[src/rtl/result_matrix_collector.sv]
// result_matrix_collector
//   Collects the m*m elements of a result matrix, which arrive in any order
//   as indexed strobes. Once every entry has been written at least once, it
//   drains them in row-major order through a valid/ready stream. It then
//   re-arms for the next matrix.
//
//   Optional feature macro: RESULT_COLLECTOR_ERR_EN
//     defined   -> err is a sticky flag. It sets on a duplicate write, on a
//                  strobe arriving while draining, or on an out-of-range index.
//     undefined -> err is tied to 0.
//
//   Ports
//     clk        sole clock, rising edge
//     rst        synchronous active-high reset
//     z_in       32-bit result element (opaque)
//     z_i, z_j   row / column index of z_in
//     z_stb      one-cycle strobe qualifying z_in/z_i/z_j
//     out_data   drained element (0 when not draining)
//     out_valid  out_data valid
//     out_ready  downstream accept
//     out_last   valid on element (m-1,m-1)
//     full       high while draining
//     err        sticky protocol error flag (see macro above)
module result_matrix_collector #(
  parameter int m = 4,
  localparam int W = (m > 1) ? $clog2(m) : 1
) (
  input  logic          clk,
  input  logic          rst,
  input  logic [31:0]   z_in,
  input  logic [W-1:0]  z_i,
  input  logic [W-1:0]  z_j,
  input  logic          z_stb,
  output logic [31:0]   out_data,
  output logic          out_valid,
  input  logic          out_ready,
  output logic          out_last,
  output logic          full,
  output logic          err
);

  localparam int N  = m * m;
  localparam int IW = (N > 1) ? $clog2(N) : 1;
  localparam int CW = $clog2(N + 1);

  typedef enum logic {COLLECT, DRAIN} state_t;

  state_t         state, state_nx;
  logic [31:0]    mem [N];
  logic [N-1:0]   written;
  logic [CW-1:0]  cnt;
  logic [IW-1:0]  rd_idx;

  logic           in_range;
  logic [IW-1:0]  wr_idx;
  logic           wr_en;
  logic           wr_new;
  logic           xfer;
  logic           xfer_last;

  always_comb begin
    in_range  = ({1'b0, z_i} < (W+1)'(m)) && ({1'b0, z_j} < (W+1)'(m));
    wr_idx    = IW'(z_i) * IW'(m) + IW'(z_j);
    wr_en     = (state == COLLECT) && z_stb && in_range;
    wr_new    = wr_en && !written[wr_idx];

    out_valid = (state == DRAIN);
    full      = (state == DRAIN);
    out_last  = out_valid && (rd_idx == IW'(N - 1));
    out_data  = out_valid ? mem[rd_idx] : '0;

    xfer      = out_valid && out_ready;
    xfer_last = xfer && out_last;

    state_nx  = state;
    case (state)
      // The transition happens on the edge that captures the final distinct
      // entry, so out_valid is high in the very next cycle.
      COLLECT: if (wr_new && (cnt == CW'(N - 1))) state_nx = DRAIN;
      DRAIN:   if (xfer_last)                     state_nx = COLLECT;
      default:                                    state_nx = COLLECT;
    endcase
  end

  always_ff @(posedge clk) begin
    if (rst) begin
      state   <= COLLECT;
      cnt     <= '0;
      written <= '0;
      rd_idx  <= '0;
    end else begin
      state <= state_nx;
      if (wr_new) begin
        written[wr_idx] <= 1'b1;
        cnt             <= cnt + 1'b1;
      end
      if (xfer) begin
        if (xfer_last) begin
          rd_idx  <= '0;
          written <= '0;
          cnt     <= '0;
        end else begin
          rd_idx <= rd_idx + 1'b1;
        end
      end
    end
  end

  // The data array has no reset; a fresh matrix always rewrites every entry
  // before the array is read again.
  always_ff @(posedge clk) begin
    if (!rst && wr_en) mem[wr_idx] <= z_in;
  end

`ifdef RESULT_COLLECTOR_ERR_EN
  logic err_q;
  logic err_set;

  always_comb begin
    err_set = z_stb && ((state == DRAIN) || !in_range || written[wr_idx]);
  end

  always_ff @(posedge clk) begin
    if (rst)          err_q <= 1'b0;
    else if (err_set) err_q <= 1'b1;
  end

  assign err = err_q;
`else
  assign err = 1'b0;
`endif

endmodule

[config.mk]
export PLATFORM = sky130hd
export DESIGN_NAME = result_matrix_collector
export DESIGN_NICKNAME = d
export VERILOG_FILES = /design/src/rtl/result_matrix_collector.sv
export SDC_FILE = /design/constraint.sdc
export NUM_CORES = 1
export LEC_CHECK = 0
export BUFFER_PORTS_ARGS = -buffer_cell sky130_fd_sc_hd__buf_2
export CAP_MARGIN = 20
export CORE_UTILIZATION = 55
export CTS_CLUSTER_SIZE = 12
export DETAILED_ROUTE_END_ITERATION = 6
export PLACE_DENSITY = 0.73
export REMOVE_ABC_BUFFERS = 1
export SYNTH_ARGS = -nofsm -noshare
export SYNTH_HDL_FRONTEND = slang
export SYNTH_SLANG_ARGS = --single-unit
[constraint.sdc]
create_clock -name clk -period 3.9 [get_ports clk]
set_input_delay 0.78 -clock clk [delete_from_list [all_inputs] [get_ports clk]]
set_output_delay 0.78 -clock clk [all_outputs]
set_load 0.05 [all_outputs]
==> summary by stage <==
Status
The flow ran to the end, and the final reports show no timing, DRC or antenna violations.

Logic synthesis
In this run the mean area of a mapped cell was 22.7 um^2. Counting every instance in the synthesized netlist gives 918. The mapped netlist covers 20800 um^2. The total of flip-flops plus latches after synthesis is 542. The share of synthesized area in the top cell type comes to 0.738. Counting flops with an async set or reset pin after synthesis yields a share of 0. The distinct cell type count of the synthesized netlist is 38. The synthesis warning total is 0. Summed over all instances, the cell type with the most area after synthesis is edfxtp_1. Counting flops with a built-in enable in the synthesized netlist gives 512. The share of the Yosys chip area taken by registers is 0.767. After synthesis, the cell types taking the most area are edfxtp_1 (74%), mux4_2 (17%), dfxtp_1 (2.9%). For this run, the leading register cell type out of synthesis is edfxtp_1.

Floorplan
The initial utilization of the core area, before any placement, comes to 0.564. During I/O placement, the number of pins put on the boundary was 76. The die area is 38700 um^2.

The die is 197 um wide. The floorplan has 70 rows. The vertical die dimension is 197 um. The core outline area is 37000 um^2.

Finish
The number of nets in the finished design is 1074. 0 antenna diodes ended up in the layout. The fill cell total of the finished layout is 2470. The growth of design area from synthesis to finish is 13.8%.

Registers take 16000 um^2. The area of the multi-input gates is 4660 um^2. The finished cells cover 23700 um^2. The most common cell after layout, fill and taps aside is edfxtp_1. The top cell types in the final layout, fill and taps aside, are edfxtp_1 (512), mux4_2 (160), buf_2 (74). Of the cells placed in the final design, the portion with a size suffix greater than 1 is 0.332.

STA
The final hold violation count is 0. For this run, the top clock speed supported by timing is 272 MHz. Setup repair after global routing left no endpoint under its margin.

Subtracting the final worst setup slack from the clock period gives 3680 ps. At the pin with the least slew margin, the transition time is 976 ps. The fraction of the cycle the final worst path needs is 0.944. Setup violations remaining at the end of the flow were counted as 0. The setup clock skew after layout is 12.9 ps.

The tightest slew margin relative to the limit is 0.349. The number of max-slew violations in the final report is 0. Hold is met by 448 ps.

Critical path
The worst path arrival time is 2900 ps. The endpoint class of the critical path is a primary output. STA classifies the critical path startpoint as a flop. The depth of the worst register-to-register path is 5. The critical register-to-register path endpoint is mem[4][13]. The cell repeated most along the worst path is mux4_2. Together, buffers and inverters on the worst path number 2. The critical path goes through buf_12 > mux4_2 > mux4_2 > and2_1 > buf_2.

The start-to-end type of the worst setup path is reg -> out. The largest incremental delay on the critical path is 580 ps. In this run the register-to-register setup slack is 1260 ps. The worst endpoint required time is 3120 ps. On the critical path the largest part of the delay comes from multiplexers. Among all stages on the critical path, the largest delay is contributed by mux4_2. The worst register-to-register path begins at full.

The biggest fanout along the worst timing path is 52.

Detailed routing
The detailed router placed 9591 vias in this run. For this block, the routed nets add up to 43400 um of wire. In this run, the number of DRC markers left after iteration 0 of detailed routing was 829. The post-detailed-route count of antenna-violating nets is 0. The first detailed-routing pass ran for 7 iterations.

Using the TritonRoute via totals, the vias-per-cell ratio works out to 6.12. The residual DRC count is 0. The average detailed-routed wire length per instance is 27.6 um.

Worst hold path
The end point of the most critical hold path is written[0]. The classification of the worst-slack hold path is reg -> reg. The startpoint identified for the worst hold timing path is written[0]. The cell count of the worst hold path is 2.

Clocking
The worst-case clock buffer depth is 3. After clock tree synthesis, the clock-pin slew on the worst setup and hold paths is 60 ps. The H-tree depth reported by CTS is 2.

The hold buffer count at cts is 0. The number of clock buffers added by TritonCTS is 53. The CTS tree is yes. The root buffer cell chosen for the clock tree is clkbuf_16. After clock tree synthesis, the repair step resized 0 gates. The total clock sinks is 542.

Once the clock tree was built, the setup fixing pass inserted 0 buffers. The clock insertion delay at the later pin of the skew report is 590 ps.

GRT
The first global-routing pass estimated 64600 um of wire. Global routing finished with a remaining overflow of 0. The number of antenna violations at the first check in global routing is 2. The via count of the first global-routing pass is 9960. Entering global routing, the biggest net connects 53 pins. For this run, the total global-route usage over all layers was measured as 0.235.

Power and ir drop
Power spread over the standard cell area amounts to 480 nW/um^2. In this run the static leakage power is 7.38 nW. The worst-case IR drop observed on VDD is 0.320 mV. The total power is 11.4 mW.

Placed design
The placed standard-cell area is 22100 um^2. After legalization and detailed placement, the total HPWL measured 23200 um. Routability-driven placement finished with a final weighted congestion of 0.720.

Buffers placed on the I/O ports in this run total 74.

Run
The tool flagged a number of max-cap violations equal to 0.
## power by group
group	internal [mW]	leakage, nW	switching (mW)
logic	0.0602	1.76	0.151
clock network	2.74	0.759	1.99
registers	6.43	4.86	0.0186
total	9.23	7.38	2.16
## per-stage QoR
stage | setup TNS, ps | utilization | instances | setup slack, ps
after CTS | 0 | 0.642 | 1568 | 159
after global routing | 0 | 0.642 | 1568 | 106
after detailed placement | 0 | 0.599 | 1480 | 814
final | 0 | 0.642 | 1568 | 219
after floorplan | -160460 | - | 869 | -3620
after global placement | 0 | 0.599 | 1480 | 820
## layout make-up
class	count	area share
multi-input combinational	324	0.197
inverter	3	0.000475
tap	504	0.0266
timing repair buffer	107	0.0356
sequential	542	0.674
clock inverter	8	0.00369
clock buffer	80	0.0629
## registers in the layout (all words and copies together), names as in the netlist, named ones only
| signal | flops |
|---|---|
| cnt | 5 |
| full | 1 |
| mem | 512 |
| rd_idx | 4 |
| written | 16 |
## layer usage
layer  GRT usage  vias to the layer above  routed length [um]
li1            -                     4067                   -
met1       0.335                     5076               17800
met2       0.382                      384               21800
met3      0.0347                       60                2830
met4      0.0703                        4                 877
met5           0                        -                  22
## Yosys cell counts (all sizes together) (2+ instances only)
cell type  number
edfxtp        512
a21oi          20
nor3            7
clkbuf         23
nand2          16
buf            26
nor2           36
nand2b          7
o21ai           4
mux2i           7
nor2b           3
mux2            5
xor2            2
dfxtp          30
and2           34
nand3           2
ha              3
o22ai           2
inv             3
mux4          160
o21a            2
a22o            2
## worst register-to-register path, stage by stage, from the launching register on
cell	delay, ps
dfxtp_2	580
nand2b_1	420
nor2_1	240
nand2_1	280
nor2_4	500
buf_12	300
## worst max-delay path by stage
stage,from,to,slack [ps],depth (start not counted)
after floorplan,flop,out_data[0],-3620,3
after global placement,flop,out_data[4],820,5
after detailed placement,flop,out_data[4],810,5
after CTS,flop,out_data[4],160,5
after global routing,flop,out_data[4],110,5
final,flop,out_data[4],220,5
## kinds of logic after synthesis
group,share of synthesized area
AOI/OAI and AO/OA,0.0104
xor gates and xnor gates,0.000841
and+or+nand+nor,0.0263
DFF,0.767
buffers and inverters,0.0147
adders and majority gates,0.00180
muxes,0.179
other,0.000180
No activity file was read; power rests on OpenSTA's default activity.
